===== src/rtl/conv1_window_gen_if.sv =====
// Pixel-stream in / 3x3 window out bus for conv1_window_gen.
// data_out is row-major: [0] is the oldest (r-2,c-2), [8] the newest pixel (r,c).
interface conv1_window_gen_if #(
  parameter int DATA_W = 32
);
  logic                   pixel_valid;
  logic [DATA_W-1:0]      pixel_in;
  logic [0:8][DATA_W-1:0] data_out;
  logic                   valid_out;
  logic                   frame_done;

  modport master (
    output pixel_valid, pixel_in,
    input  data_out, valid_out, frame_done
  );

  modport slave (
    input  pixel_valid, pixel_in,
    output data_out, valid_out, frame_done
  );
endinterface


===== src/rtl/conv1_window_gen.sv =====
// Streaming 3x3 sliding-window generator: two line buffers feed the right column
// of a 3x3 register window; one window per interior pixel, stride 1, no padding.

// One row of the window: a 3-tap shift register that moves left on each accept.
module conv1_win_row #(
  parameter int DATA_W = 32
) (
  input  logic                   clk,
  input  logic                   rst_n,
  input  logic                   i_en,
  input  logic [DATA_W-1:0]      i_din,
  output logic [0:2][DATA_W-1:0] o_taps
);
  logic [0:2][DATA_W-1:0] r_taps;

  always_ff @(posedge clk) begin
    if (!rst_n)    r_taps <= '0;
    else if (i_en) r_taps <= {r_taps[1], r_taps[2], i_din};
  end

  assign o_taps = r_taps;
endmodule

module conv1_window_gen #(
  parameter int DATA_W = 32,
  parameter int IMG_W  = 28,
  parameter int IMG_H  = 28
) (
  input  logic clk,
  input  logic rst_n,
  conv1_window_gen_if.slave bus
);
  localparam int CW = (IMG_W > 1) ? $clog2(IMG_W) : 1;
  localparam int RW = (IMG_H > 1) ? $clog2(IMG_H) : 1;
  localparam logic [CW-1:0] COL_LAST = CW'(IMG_W - 1);
  localparam logic [RW-1:0] ROW_LAST = RW'(IMG_H - 1);
  localparam logic [CW-1:0] COL_TWO  = CW'(2);
  localparam logic [RW-1:0] ROW_TWO  = RW'(2);

  logic [DATA_W-1:0] r_lb0 [IMG_W];
  logic [DATA_W-1:0] r_lb1 [IMG_W];

  logic [CW-1:0] r_col;
  logic [RW-1:0] r_row;
  logic          r_valid;
  logic          r_frame_done;

  logic                   w_accept;
  logic                   w_col_last;
  logic                   w_row_last;
  logic                   w_win_pos;
  logic [DATA_W-1:0]      w_lb0_rd;
  logic [DATA_W-1:0]      w_lb1_rd;
  logic [0:2][DATA_W-1:0] w_col_d;
  logic [0:2][0:2][DATA_W-1:0] w_taps;
  logic [0:8][DATA_W-1:0] w_win;

  assign w_accept   = bus.pixel_valid;
  assign w_col_last = (r_col == COL_LAST);
  assign w_row_last = (r_row == ROW_LAST);
  assign w_win_pos  = (r_row >= ROW_TWO) && (r_col >= COL_TWO);

  // Reads see the old contents, so the incoming pixel never reaches its own column.
  assign w_lb0_rd = r_lb0[r_col];
  assign w_lb1_rd = r_lb1[r_col];
  assign w_col_d  = {w_lb1_rd, w_lb0_rd, bus.pixel_in};

  // Line buffers carry no reset; stale data is masked by the row>=2 gate.
  always_ff @(posedge clk) begin
    if (w_accept) begin
      r_lb1[r_col] <= w_lb0_rd;
      r_lb0[r_col] <= bus.pixel_in;
    end
  end

  always_ff @(posedge clk) begin
    if (!rst_n) begin
      r_col <= '0;
      r_row <= '0;
    end else if (w_accept) begin
      if (w_col_last) begin
        r_col <= '0;
        r_row <= w_row_last ? '0 : r_row + RW'(1);
      end else begin
        r_col <= r_col + CW'(1);
      end
    end
  end

  always_ff @(posedge clk) begin
    if (!rst_n) begin
      r_valid      <= 1'b0;
      r_frame_done <= 1'b0;
    end else begin
      r_valid      <= w_accept && w_win_pos;
      r_frame_done <= w_accept && w_row_last && w_col_last;
    end
  end

  for (genvar gi = 0; gi < 3; gi++) begin : g_row
    conv1_win_row #(.DATA_W(DATA_W)) u_row (
      .clk    (clk),
      .rst_n  (rst_n),
      .i_en   (w_accept),
      .i_din  (w_col_d[gi]),
      .o_taps (w_taps[gi])
    );
  end

  always_comb begin
    w_win = '0;
    for (int i = 0; i < 3; i++)
      for (int j = 0; j < 3; j++)
        w_win[3*i+j] = w_taps[i][j];
  end

  assign bus.data_out   = w_win;
  assign bus.valid_out  = r_valid;
  assign bus.frame_done = r_frame_done;
endmodule

===== src/flat_wrapper.sv =====
// flat-port wrapper written by rule: the top's interface ports become plain ports
module conv1_window_gen_flat 
#(
  parameter int DATA_W = 32,
  parameter int IMG_W  = 28,
  parameter int IMG_H  = 28
)
  (clk, rst_n, bus_pixel_valid, bus_pixel_in, bus_data_out, bus_valid_out, bus_frame_done);
  conv1_window_gen_if #(.DATA_W(DATA_W)) bus_i ();
  input  logic clk;
  input  logic rst_n;
  input wire logic [$bits(bus_i.pixel_valid)-1:0] bus_pixel_valid;
  input wire logic [$bits(bus_i.pixel_in)-1:0] bus_pixel_in;
  output wire logic [$bits(bus_i.data_out)-1:0] bus_data_out;
  output wire logic [$bits(bus_i.valid_out)-1:0] bus_valid_out;
  output wire logic [$bits(bus_i.frame_done)-1:0] bus_frame_done;
  assign bus_i.pixel_valid = bus_pixel_valid;
  assign bus_i.pixel_in = bus_pixel_in;
  assign bus_data_out = bus_i.data_out;
  assign bus_valid_out = bus_i.valid_out;
  assign bus_frame_done = bus_i.frame_done;
  conv1_window_gen #(.DATA_W(DATA_W), .IMG_W(IMG_W), .IMG_H(IMG_H)) u_core (.clk(clk), .rst_n(rst_n), .bus(bus_i));
endmodule

===== config.mk =====
export PLATFORM = sky130hd
export DESIGN_NAME = conv1_window_gen_flat
export DESIGN_NICKNAME = d
export VERILOG_FILES = /design/src/rtl/conv1_window_gen_if.sv /design/src/rtl/conv1_window_gen.sv /design/src/flat_wrapper.sv
export SDC_FILE = /design/constraint.sdc
export NUM_CORES = 2
export LEC_CHECK = 0
export ABC_AREA = 1
export CORE_ASPECT_RATIO = 2
export CORE_MARGIN = 5
export CORE_UTILIZATION = 25
export DETAILED_ROUTE_END_ITERATION = 10
export DONT_BUFFER_PORTS = 1
export GPL_ROUTABILITY_DRIVEN = 0
export GPL_TIMING_DRIVEN = 0
export PLACE_DENSITY = 0.45
export SLEW_MARGIN = 20
export SYNTH_ARGS = -nofsm -noshare
export SYNTH_HDL_FRONTEND = slang
export SYNTH_SLANG_ARGS = --single-unit

===== constraint.sdc =====
create_clock -name clk -period 8.62 [get_ports clk]
set_input_delay 0.862 -clock clk [delete_from_list [all_inputs] [get_ports clk]]
set_output_delay 0.862 -clock clk [all_outputs]
set_load 0.1 [all_outputs]

==> flow_metrics.env <==
export IMPL_clockBufferDepth=4
export IMPL_p_leak_uw=0.0375
export IMPL_htree_num_levels=4
export IMPL_layout_commonest_cell="nand2_1"
export IMPL_cp_max_fo=28
export IMPL_internal_power_uw=16600
export IMPL_post_drt_via_cell_ratio=4.71
export IMPL_ys_flop_type="edfxtp_1"
export IMPL_combPwrFrac_pct=9.3
export IMPL_clock_sinks=2097
export IMPL_synth_simple_area_share_pct=18.7
export IMPL_maxCapViolations=0
export IMPL_synth_area_sq_um=84400
export IMPL_min_period_ns=4.95
export IMPL_cp_end_kind="register"
export IMPL_drcViolationCount=0
export IMPL_clock_latency_ns=0.92
export IMPL_ys_types=35
export IMPL_path_clk_slew_ns=0.06
export IMPL_grt_max_degree=30
export IMPL_dp_hpwl_um=276000
export IMPL_worst_pin_slew_ns=1.26
export IMPL_seq_area_sq_um=60000
export IMPL_firstDrtPassIters=9
export IMPL_hold_path_class="in -> reg"
export IMPL_seqPwrFrac_pct=52.5
export IMPL_yosysWarnings=0
export IMPL_drive_gt1_share_pct=9.93
export IMPL_pwr_share_clk_pct=38.2
export IMPL_crit_arrival_ns=5.17
export IMPL_synth_top_family_by_area="simple AND/OR/NAND/NOR gates"
export IMPL_first_global_vias=59100
export IMPL_die_area_sq_um=350000
export IMPL_rows=301
export IMPL_fin_setup_tns_ns=0
export IMPL_start_kind="register"
export IMPL_ys_ff_latch=2097
export IMPL_finalClockSkew_ns=0.0959
export IMPL_rsz0062_at_grt="false"
export IMPL_totalWireLength_um=363000
export IMPL_fp_dieW_um=421
export IMPL_wl_per_cell_um=28.5
export IMPL_antenna_found_initial=26
export IMPL_critical_path_class="reg -> reg"
export IMPL_syn_area_per_cell_sq_um=10.8
export IMPL_start_util_pct=25.1
export IMPL_io_buffers=0
export IMPL_max_freq_mhz=202
export IMPL_synth_compound_area_share_pct=4.84
export IMPL_core_sq_um=336000
export IMPL_grt_pass1_wl_um=488000
export IMPL_synth_xor_area_share_pct=0.0415
export IMPL_grt_use_total_pct=20.1
export IMPL_die_y_um=832
export IMPL_finalSetupViolations=0
export IMPL_syn_inst=7840
export IMPL_synthAdderAreaFrac_pct=0.104
export IMPL_clk_root_buffer_cell="clkbuf_16"
export IMPL_multi_input_area_sq_um=20200
export IMPL_drt_iter0_drc=5568
export IMPL_total_power_uw=23200
export IMPL_critPathRequiredTime_ns=8.84
export IMPL_hold_viol_final=0
export IMPL_final_cell_mix="nand2_1 (1953), edfxtp_1 (1792), nor2_1 (1056)"
export IMPL_switching_share_pct=28.5
export IMPL_ir_drop_v=0.000163
export IMPL_ys_seq_area_share_pct=71.0
export IMPL_cts_tree="built"
export IMPL_numCtsBuffers=207
export IMPL_vias=60000
export IMPL_synth_edff_count=1792
export IMPL_synth_mux_area_share_pct=0
export IMPL_num_fill_cells=34500
export IMPL_outcome="completed"
export IMPL_netSwitchingPower_uw=6610
export IMPL_synth_async_reset_ratio_pct=0
export IMPL_power_density_nw_per_um2=233
export IMPL_detail_route_antenna_nets=0
export IMPL_drv_slew=0
export IMPL_fin_crit_sh_pct=57.5
export IMPL_grt_ovfl_total=0
export IMPL_fin_nets=8222
export IMPL_synthesis_nets=7882
export IMPL_max_slew_margin_rel_pct=16.1
export IMPL_areaGrowthSynthToFinish_pct=17.9
export IMPL_design_portCount=325
-- layout make-up --
type | count | area share (%)
clock inverter | 96 | 0.689
sequential | 2097 | 60.2
inverter | 573 | 2.16
multi-input combinational | 4706 | 20.3
antenna | 9 | 0.0226
clock buffer | 270 | 5.66
buffer | 464 | 2.35
timing repair buffer | 131 | 2.99
tap | 4393 | 5.52
-- what timing repair did --
item / in CTS / in global routing
gates resized for setup: 0 / 0
hold endpoints to repair: 7 / 0
hold buffers: 4 / 0
buffers inserted: 0 / 0
-- per-layer routing --
| layer | wire (um) | up-vias | track usage (%) |
|---|---|---|---|
| met5 | 61 | - | 0 |
| met4 | 35400 | 8 | 16.0 |
| met3 | 24500 | 921 | 3.68 |
| met2 | 190000 | 2633 | 37.4 |
| met1 | 113000 | 29400 | 19.3 |
| li1 | - | 27000 | - |
-- cells in the mapped netlist (31+ instances only) --
master	count	area [sq um]
nor2_1	1083	4070
nand3_1	811	4060
buf_1	46	173
clkbuf_1	154	578
or2_2	31	194
a21oi_1	102	510
dfxtp_1	305	6110
inv_1	563	2110
o21ai_0	564	2820
nand2_1	1971	7400
o21ai_1	46	230
edfxtp_1	1792	53800
buf_2	213	1070
o22ai_1	34	213
-- worst paths after layout --
check	startpoint	end	slack, ns	cells past startpoint
setup / recovery	register	u_core.r_lb1[20][27]	3.67	10
hold / removal	bus_pixel_in[2]	u_core.r_lb0[7][2]	0.05	0
setup reg to reg	register	u_core.r_lb1[20][27]	3.67	10
hold reg to reg	u_core.r_row[0]	u_core.r_row[0]	0.51	2
-- kinds of logic (layout without fill, tap and decap cells) --
| family | Yosys count | after routing |
|---|---|---|
| and+or+nand+nor | 3907 | 3907 |
| other | 0 | 9 |
| DFF | 2097 | 2097 |
| AOI/OAI and AO/OA | 788 | 788 |
| buffers and inverters | 1037 | 1534 |
| adders and majority gates | 7 | 7 |
| xor gates and xnor gates | 4 | 4 |
-- power by group through the flow --
| stage | Clock [uW] | Sequential (uW) | Combinational (uW) |
|---|---|---|---|
| floorplan | 0 | 12300 | 1050 |
| global placement | 0 | 12400 | 2070 |
| detailed placement | 0 | 12400 | 2140 |
| CTS | 8980 | 12200 | 2150 |
| global route | 9370 | 12200 | 2270 |
| finish | 8860 | 12200 | 2160 |
-- stage by stage --
step                instance area [sq um]  setup WS [ns]  util (%)  hold WS [ns]  cells
finish                              99500           3.67      29.6        0.0482  12700
global route                        99500           3.78      29.6       0.00859  12700
CTS                                 99500           4.22      29.6      0.000372  12700
detailed placement                  93100           3.72      27.7         0.497  12400
global placement                    89900          -2.02      26.8         0.484  12200
floorplan                           84400           3.79         -         0.472   7840
-- registers in the layout, summed over array words and instances (netlist names), named ones only --
signal,flops
u_core.r_lb0,896
u_core.r_lb1,896
u_core.g_row.u_row.o_taps,288
u_core.r_col,5
u_core.r_row,5
u_core.bus.frame_done,1
u_core.bus.valid_out,1
-- worst max-delay path, stage by stage, from the launching register on --
cell and delay (ns):
dfxtp_1 0.31, buf_2 0.35, buf_2 0.57, clkbuf_2 0.67, nand3_1 0.15, nand2_1 0.22, nand2_1 0.08, nand3_1 0.15
nand3_1 0.26, nand2_1 0.41, clkinv_1 0.98
(Power assumes the default switching activity.)
